<file path="src/rtl/lcd_bus_responder.sv">
`default_nettype none
// ============================================================================
// Module   : lcd_bus_responder
// Purpose  : HD44780-style 2x16 character display model that sits on the LCD
//            bus, decodes instruction/data writes and exposes its buffer.
// Revision : 1.0 - initial release
// ============================================================================
module lcd_bus_responder #(
    parameter int BUSY_CYCLES  = 2000,
    parameter int CLEAR_CYCLES = 82000
) (
    input  logic       CLOCK_50,
    input  logic       RESET_N,
    input  logic       LCD_EN,
    input  logic       LCD_RS,
    input  logic       LCD_RW,
    input  logic [7:0] LCD_DATA,
    input  logic [4:0] rd_index,
    output logic [7:0] rd_char,
    output logic [4:0] cursor_index,
    output logic       display_on,
    output logic       busy,
    output logic       char_wr,
    output logic       protocol_err
);

    localparam int                 c_depth      = 32;
    localparam int                 c_cnt_w      = $clog2(CLEAR_CYCLES + 1);
    localparam logic [c_cnt_w-1:0] c_busy_load  = c_cnt_w'(BUSY_CYCLES);
    localparam logic [c_cnt_w-1:0] c_clear_load = c_cnt_w'(CLEAR_CYCLES);
    localparam logic [c_cnt_w-1:0] c_cnt_one    = c_cnt_w'(1);
    localparam logic [7:0]         c_blank      = 8'h20;

    logic                 r_en_s1, r_en_s2, r_en_s3;
    logic                 r_rs_s1, r_rs_s2;
    logic                 r_rw_s1, r_rw_s2;
    logic [7:0]           r_data_s1, r_data_s2;

    logic [4:0]           r_cursor;
    logic                 r_inc;
    logic                 r_display_on;
    logic [c_cnt_w-1:0]   r_busy_cnt;
    logic                 r_char_wr;
    logic                 r_protocol_err;
    logic [7:0]           r_rd_char;

    logic                 w_strobe;
    logic                 w_busy;
    logic                 w_wr;
    logic                 w_accept;
    logic                 w_data_wr;
    logic                 w_clear;
    logic [4:0]           w_cursor_nxt;
    logic                 w_inc_nxt;
    logic                 w_disp_nxt;
    logic                 w_err_nxt;
    logic [c_cnt_w-1:0]   w_cnt_nxt;
    logic [c_depth-1:0][7:0] w_buf;

    // Bus inputs are asynchronous to CLOCK_50; EN gets an extra stage for edge detect.
    always_ff @(posedge CLOCK_50 or negedge RESET_N) begin
        if (!RESET_N) begin
            r_en_s1   <= 1'b0;
            r_en_s2   <= 1'b0;
            r_en_s3   <= 1'b0;
            r_rs_s1   <= 1'b0;
            r_rs_s2   <= 1'b0;
            r_rw_s1   <= 1'b0;
            r_rw_s2   <= 1'b0;
            r_data_s1 <= 8'h00;
            r_data_s2 <= 8'h00;
        end else begin
            r_en_s1   <= LCD_EN;
            r_en_s2   <= r_en_s1;
            r_en_s3   <= r_en_s2;
            r_rs_s1   <= LCD_RS;
            r_rs_s2   <= r_rs_s1;
            r_rw_s1   <= LCD_RW;
            r_rw_s2   <= r_rw_s1;
            r_data_s1 <= LCD_DATA;
            r_data_s2 <= r_data_s1;
        end
    end

    always_comb begin
        w_strobe     = r_en_s3 & ~r_en_s2;
        w_busy       = (r_busy_cnt != '0);
        w_wr         = w_strobe & ~r_rw_s2;
        w_accept     = w_wr & ~w_busy;
        w_data_wr    = 1'b0;
        w_clear      = 1'b0;
        w_cursor_nxt = r_cursor;
        w_inc_nxt    = r_inc;
        w_disp_nxt   = r_display_on;
        w_err_nxt    = r_protocol_err | (w_wr & w_busy);
        w_cnt_nxt    = w_busy ? (r_busy_cnt - c_cnt_one) : r_busy_cnt;

        if (w_accept) begin
            if (r_rs_s2) begin
                // 5-bit wrap gives 31->0 / 0->31; 15<->16 is the natural line crossing.
                w_data_wr    = 1'b1;
                w_cursor_nxt = r_inc ? (r_cursor + 5'd1) : (r_cursor - 5'd1);
                w_cnt_nxt    = c_busy_load;
            end else begin
                casez (r_data_s2)
                    8'b1???_????: begin
                        w_cnt_nxt = c_busy_load;
                        if (r_data_s2[6:4] == 3'b000) begin
                            w_cursor_nxt = {1'b0, r_data_s2[3:0]};
                        end else if (r_data_s2[6:4] == 3'b100) begin
                            w_cursor_nxt = {1'b1, r_data_s2[3:0]};
                        end else begin
                            w_cursor_nxt = 5'd0;
                            w_err_nxt    = 1'b1;
                        end
                    end
                    8'b01??_????,
                    8'b001?_????,
                    8'b0001_????: begin
                        w_cnt_nxt = c_busy_load;
                    end
                    8'b0000_1???: begin
                        w_disp_nxt = r_data_s2[2];
                        w_cnt_nxt  = c_busy_load;
                    end
                    8'b0000_01??: begin
                        w_inc_nxt = r_data_s2[1];
                        w_cnt_nxt = c_busy_load;
                    end
                    8'b0000_001?: begin
                        w_cursor_nxt = 5'd0;
                        w_cnt_nxt    = c_clear_load;
                    end
                    8'b0000_0001: begin
                        w_clear      = 1'b1;
                        w_cursor_nxt = 5'd0;
                        w_inc_nxt    = 1'b1;
                        w_cnt_nxt    = c_clear_load;
                    end
                    default: begin
                    end
                endcase
            end
        end
    end

    generate
        for (genvar gi = 0; gi < c_depth; gi++) begin : g_cell
            logic [7:0] r_cell;
            always_ff @(posedge CLOCK_50 or negedge RESET_N) begin
                if (!RESET_N) begin
                    r_cell <= c_blank;
                end else if (w_clear) begin
                    r_cell <= c_blank;
                end else if (w_data_wr && (r_cursor == 5'(gi))) begin
                    r_cell <= r_data_s2;
                end
            end
            assign w_buf[gi] = r_cell;
        end
    endgenerate

    always_ff @(posedge CLOCK_50 or negedge RESET_N) begin
        if (!RESET_N) begin
            r_cursor       <= 5'd0;
            r_inc          <= 1'b1;
            r_display_on   <= 1'b0;
            r_busy_cnt     <= '0;
            r_char_wr      <= 1'b0;
            r_protocol_err <= 1'b0;
            r_rd_char      <= c_blank;
        end else begin
            r_cursor       <= w_cursor_nxt;
            r_inc          <= w_inc_nxt;
            r_display_on   <= w_disp_nxt;
            r_busy_cnt     <= w_cnt_nxt;
            r_char_wr      <= w_data_wr;
            r_protocol_err <= w_err_nxt;
            r_rd_char      <= w_buf[rd_index];
        end
    end

    assign rd_char      = r_rd_char;
    assign cursor_index = r_cursor;
    assign display_on   = r_display_on;
    assign busy         = w_busy;
    assign char_wr      = r_char_wr;
    assign protocol_err = r_protocol_err;

endmodule
`default_nettype wire

</file>
<file path="config.mk">
export PLATFORM = sky130hd
export DESIGN_NAME = lcd_bus_responder
export DESIGN_NICKNAME = d
export VERILOG_FILES = /design/src/rtl/lcd_bus_responder.sv
export SDC_FILE = /design/constraint.sdc
export NUM_CORES = 1
export LEC_CHECK = 0
export ABC_AREA = 1
export BUFFER_PORTS_ARGS = -buffer_cell sky130_fd_sc_hd__buf_2
export CAP_MARGIN = 20
export CORE_UTILIZATION = 40
export CTS_CLUSTER_DIAMETER = 30
export CTS_CLUSTER_SIZE = 8
export DETAILED_ROUTE_END_ITERATION = 16
export PLACE_DENSITY = 0.54
export SLEW_MARGIN = 0
export SYNTH_ARGS = -nofsm -noshare
export SYNTH_HDL_FRONTEND = slang
export SYNTH_SLANG_ARGS = --single-unit
</file>
<file path="constraint.sdc">
create_clock -name CLOCK_50 -period 2 [get_ports CLOCK_50]
set_input_delay 0.2 -clock CLOCK_50 [delete_from_list [all_inputs] [get_ports CLOCK_50]]
set_output_delay 0.2 -clock CLOCK_50 [all_outputs]
set_load 0.05 [all_outputs]
</file>
# After elaboration in Yosys (flattened, before gate mapping)

Index checks and enable logic that the tools add are counted.

Bits in registers: 313
Latch bits: 0
Memory bits (writable): 0
Memory bits (read-only): 0
Input bits: 18
Output and inout port bits: 17
Word-level logic and storage cells: 260
Memories: 0

Add/sub/neg operators: 3
Multipliers: 0
Div/mod/pow operators: 0
Magnitude comparators: 1
Eq/ne operators: 39
Shifts and indexed selects: 0
Muxes and demuxes: 86
Bitwise logic cells: 9
Reduce and logical (&&, ||, !) cells: 74

Operators by type and width:

| operator                | number |
|---|---|
| $mux W8                 | 65 |
| $eq A5 B5 Y1 const B    | 16 |
| $reduce_bool A2 Y1      | 33 |
| $mux W17                | 3 |
| $bmux W8 S5             | 1 |
| $eq A5 B4 Y1 const B    | 8 |
| $pmux W17 S2            | 1 |
| $logic_and A1 B1 Y1     | 32 |
| $eq A5 B3 Y1 const B    | 4 |
| $mux W5                 | 4 |
| $reduce_bool A17 Y1     | 1 |
| $sub A17 B1 Y17 const B | 1 |
| $eq A5 B1 Y1 const B    | 2 |
| $eq A5 B2 Y1 const B    | 2 |
| $mux W1                 | 10 |
| $pmux W5 S2             | 1 |
| $eq A8 B1 Y1 const B    | 1 |
| $eq A7 B1 Y1 const B    | 1 |
| $eq A6 B1 Y1 const B    | 1 |
| $lt A5 B6 Y1 const B    | 1 |
| $reduce_and A3 Y1       | 2 |
| $reduce_or A6 Y1        | 1 |
| $add A5 B1 Y5 const B   | 1 |
| $logic_not A5 Y1        | 1 |
| other kinds (13)        | 19 |

# Longest topological paths before layout

Word-level depth: 10
Mapped depth: 14
Mapped depth without buffers: 12

# Worst setup path before layout

Ideal clock, no wire load.

Path type: reg2reg
From: register r_cursor[4] (netlist: cursor_index[4])
To: register g_cell[15].r_cell[4]
Library setup time: 77 ps
Arrival time: 2116 ps
Setup slack: -193 ps
Stages on the path, launching flop included: 9
Period minus slack after synthesis: 2193 ps
Path through: dfrtp_1 > buf_2 > clkinv_1 > buf_1 > ha_1 > nand3_1 > clkbuf_1 > nand3_1 > o21ai_1

Longest elaborated chain between the ends: 3

Ends and longest elaborated chain:

| element                             | line | source |
|---|---|---|
| start, declared                     | 39   | `logic [4:0] r_cursor;` |
| start signal, assigned              | 173  | `r_cursor <= w_cursor_nxt;` |
| $eq A5 B4 Y1                        | 155  | `end else if (w_data_wr && (r_cursor == 5'(gi))) begin` |
| $logic_and A1 B1 Y1                 | 155  |  |
| $reduce_bool A2 Y1 (no source line) | n/a  |  |
| end signal, assigned                | 152  | `r_cell <= c_blank;` |
| end signal, assigned                | 154  | `r_cell <= c_blank;` |
| end signal, assigned                | 156  | `r_cell <= r_data_s2;` |
| end, declared                       | 149  | `logic [7:0] r_cell;` |

No other way between the ends.
A chain may end at the register's enable or synchronous reset.

# Worst setup path after layout

From: register r_busy_cnt[0]
To: register g_cell[16].r_cell[0]

Longest elaborated chain between the ends: 6
Elaborated cells on any way between the ends: 8
Those cells by class: mux: 3; bitwise: 2; reduce/logical: 3

Ends and longest elaborated chain:

| element                             | line | source |
|---|---|---|
| start, declared                     | 42   | `logic [c_cnt_w-1:0] r_busy_cnt;` |
| start signal, assigned              | 176  | `r_busy_cnt <= w_cnt_nxt;` |
| $reduce_bool A17 Y1 *               | 87   | `w_busy = (r_busy_cnt != '0);` |
| $not A1 Y1 *                        | 89   | `w_accept = w_wr & ~w_busy;` |
| $and A1 B1 Y1 *                     | 89   |  |
| $mux W1                             | 98   | `if (w_accept) begin` |
| $logic_and A1 B1 Y1                 | 155  |  |
| $reduce_bool A2 Y1 (no source line) | n/a  |  |
| end signal, assigned                | 152  |  |
| end signal, assigned                | 154  |  |
| end signal, assigned                | 156  |  |
| end, declared                       | 149  |  |

Every way passes the cells marked *; elsewhere a longest branch is shown, timed or not.

==> metrics.md <==
| Metric | Value |
|---|---|
| Clock insertion delay at the later pin of the skew report | approximately 0.6 ns |
| LEAKAGE | between 0.009 and 0.01 uW |
| Core area | between 30000 and 40000 um2 |
| Non-filler cells, final | approximately 2700 |
| RSZ-0062 raised after global routing | true |
| Die area | 40600 um2 |
| Mapped Nets | 2067 |
| CTS tree | yes |
| H-tree depth | 3 |
| Avg WL per Cell | slightly below 20 um |
| # rows | between 70 and 80 |
| Gate power share | about 8.4% |
| WS Path Type | flip-flop to flip-flop |
| CP Data Required Time | 2.46 ns |
| Ports | 35 |
| Pwr dens | 1020 nW/um2 |
| Netlist cell types | 32 |
| All-Layer GR Usage | approximately a quarter |
| Relative slew slack | between 60% and 70% |
| Placed Instances | roughly 2600 |
| Commonest non-fill, non-tap cell in the layout | nand2_1 |
| DR vias/cell | roughly 5.5 |
| Net total in the final layout | 2174 |
| Initial Utilization | 40.9% |
| Layout area overhead | 31.5% |
| Diode count | 0 |
| Switching share of power | about a quarter |
| Slew @ Worst Pin | between 0.5 and 0.6 ns |
| Sw power | around 5200 uW |
| Power Internal | around 16000 uW |
| Tcrit/Tclk final | 104% |
| Hold Fails Final Rpt | 0 |
| GP Congestion | around 0.86 |
| Status | finished, violations left |
| Final wirelength | 53800 um |
| Setup slack after layout | -0.0822 ns |
| Clock Tree Root | clkbuf_16 |
| CP Launch Type | flip-flop |
| Max-cap violations | 0 |
| Hold/Removal Path Class | input port to flip-flop |
| Synthesis warning total | 0 |
| Port buffer count | 34 |
| Flops & latches, synth | around 310 |
| Worst vdd ir | roughly 0.8 mV |
| Worst-path clk slew | roughly 0.05 ns |
| First-pass GRT wire length | approximately 81000 um |
| Clock buffer depth | 3 |
| Avg Inst Size Synth | 7.80 um2 |
| Max stage delay cell, worst path | dfrtp_1 |
| CP max FO | 12 |
| Final-report max-slew violation count | 0 |
| Most frequent cells in the layout | nand2_1, nand3_1, dfrtp_1 |
| Largest net degree at the start of global routing | about 120 |
| Final ANT Viol Nets | 0 |
| FMAX | approximately 0.48 GHz |
| Total CTS buffers | 80 |
| Clk pwr share | around three fifths |
| # DRC | 0 |
| Clock Sinks | about 310 |
| Vias post-DR | ~15000 |
| Die Width | just over 200 um |
| Synthesized area | around 16000 um2 |
| Sequential share of power | 31.3% |
| DR iter-0 viols | ~1300 |
| Final setup fails | 180 |
| Die height | 201 um |
| DR pass1 iterations | 6 |
| Failing checks | negative setup slack |
| Pre-CTS setup slack | -0.0703 ns |
| HPWL after DPL | just over 30000 um |
| Layout Skew | ~0.032 ns |
| Vias in the first global route | 14400 |
| Initial antenna violation count | 0 |
| Share of layout cells above drive strength 1 | roughly a fifth |
| Worst setup EP type | flip-flop |
| Part of the Yosys area used for sequential elements | between 40% and 50% |
| Congestion Overflow GR | 0 |
| Post-Syn Instances | ~2000 |
| Final min period | 2.08 ns |
| CP arrival | ~2.5 ns |
| Crit-path cells | inv_2 > ha_4 > inv_2 > nor2_2 > nand2_1 > nor2_2 > nand2_2 > nor2_4 > buf_12 > nand3_4 > buf_12 > nand2_4 > clkbuf_16 > o21ai_1 |
| Crit path largest cell delay | approximately 0.38 ns |
==> cell families (layout without fill, tap and decap cells) <==
logic type / count (synthesis) / after routing / share of synthesized area [%]
buffers and inverters: 284 / 457 / 7.39
AOI/OAI and AO/OA: 298 / 298 / 9.51
adders and majority gates: 9 / 9 / 0.708
DFF: 313 / 313 / 49.5
xor gates and xnor gates: 9 / 9 / 0.495
and+or+nand+nor: 1127 / 1127 / 32.4
==> through the flow <==
stage	area, um2	hold slack [ns]	power [uW]	TNS [ns]	util [%]
final	20900	0.0927	21400	-6.70	53.8
after global routing	20900	0.0793	22200	-34.11	53.8
after CTS	20400	0.0627	21600	-0.0529	52.4
after detailed placement	17500	0.167	8500	-7.74	44.9
after global placement	17500	0.164	8490	-4.87	44.9
after floorplan	15900	-0.0956	7720	0	-
==> cell type report <==
class,count,area (um2)
inverters,116,437
flip-flops and latches,313,7880
clock buffers,120,2370
clock inverters,28,367
repair buffers,193,2170
well taps,518,648
multi-input cells,1443,7060
fillers,3662,18000
==> Yosys cell counts, drive strengths merged <==
| cell type | number | area [um2] |
|---|---|---|
| ha | 9 | 113 |
| a31oi | 1 | 6.26 |
| nand3 | 479 | 2500 |
| a21oi | 64 | 320 |
| dfstp | 34 | 893 |
| nand2 | 475 | 1790 |
| buf | 88 | 440 |
| nor3 | 5 | 30.0 |
| o31ai | 7 | 52.6 |
| and3 | 1 | 6.26 |
| xor2 | 6 | 52.6 |
| o21ai | 225 | 1130 |
| clkbuf | 80 | 300 |
| inv | 115 | 432 |
| clkinv | 1 | 3.75 |
| o21bai | 1 | 7.51 |
| xnor2 | 3 | 26.3 |
| nand4 | 35 | 219 |
| nand3b | 18 | 135 |
| or2 | 3 | 18.8 |
| dfrtp | 279 | 6980 |
| nor2 | 111 | 459 |
==> worst max-delay path: cells and delay by family (launching register included) <==
kind                       cells  cell delay, ns
DFF                            1            0.38
AOI/OAI and AO/OA              1            0.07
buffers and inverters          5            0.64
and+or+nand+nor                7            0.72
adders and majority gates      1            0.14
==> power by group through the flow <==
stage	registers, uW	logic (uW)	clock network (uW)
after floorplan	6850	873	0
after global placement	6790	1690	0
after detailed placement	6800	1700	0
after CTS	6710	1760	13100
after global routing	6740	1970	13400
final	6710	1790	12900
==> metal layers <==
layer	wire length (um)	up-vias	part of all wire (%)	track usage (%)
met5	0	-	0	0
met4	1300	0	2.4	7.39
met3	3750	91	7.0	5.22
met2	24800	546	46	40.0
met1	23900	7256	44	35.3
li1	-	7086	-	-
==> flip-flops by register name, indices dropped and copies added, names as in the netlist <==
register and cells:
r_en_s2 1, r_rw_s2 1, cursor_index 5, rd_char 8, r_data_s2 8, protocol_err 1, r_rs_s2 1, r_data_s1 8
r_inc 1, r_en_s1 1, r_rw_s1 1, g_cell.r_cell 256, display_on 1, r_en_s3 1, r_busy_cnt 17, char_wr 1
r_rs_s1 1
==> repair_timing <==
item / in CTS / in global routing
endpoints found under the hold margin: 141 / 0
buffers inserted: 3 / 4
pin swaps: 4 / 6
hold buffers: 12 / 0
resized for setup: 14 / 43
cloned: 0 / 15
setup endpoints to repair: 211 / 254
==> path summary, 6_finish.rpt <==
check                      depth (start not counted)  slack (ns)          start              endpoint
setup / recovery                                  14       -0.08  r_busy_cnt[0]  g_cell[16].r_cell[0]
hold / removal                                     3        0.09    rd_index[4]            rd_char[5]
setup reg to reg                                  14       -0.08  r_busy_cnt[0]  g_cell[16].r_cell[0]
hold reg to reg                                    0        0.34   r_data_s1[5]          r_data_s2[5]
max in group asynchronous                          3        1.09        RESET_N   g_cell[7].r_cell[0]
min in group asynchronous                          2        0.15        RESET_N               char_wr
No activity file was read; power rests on OpenSTA's default activity.
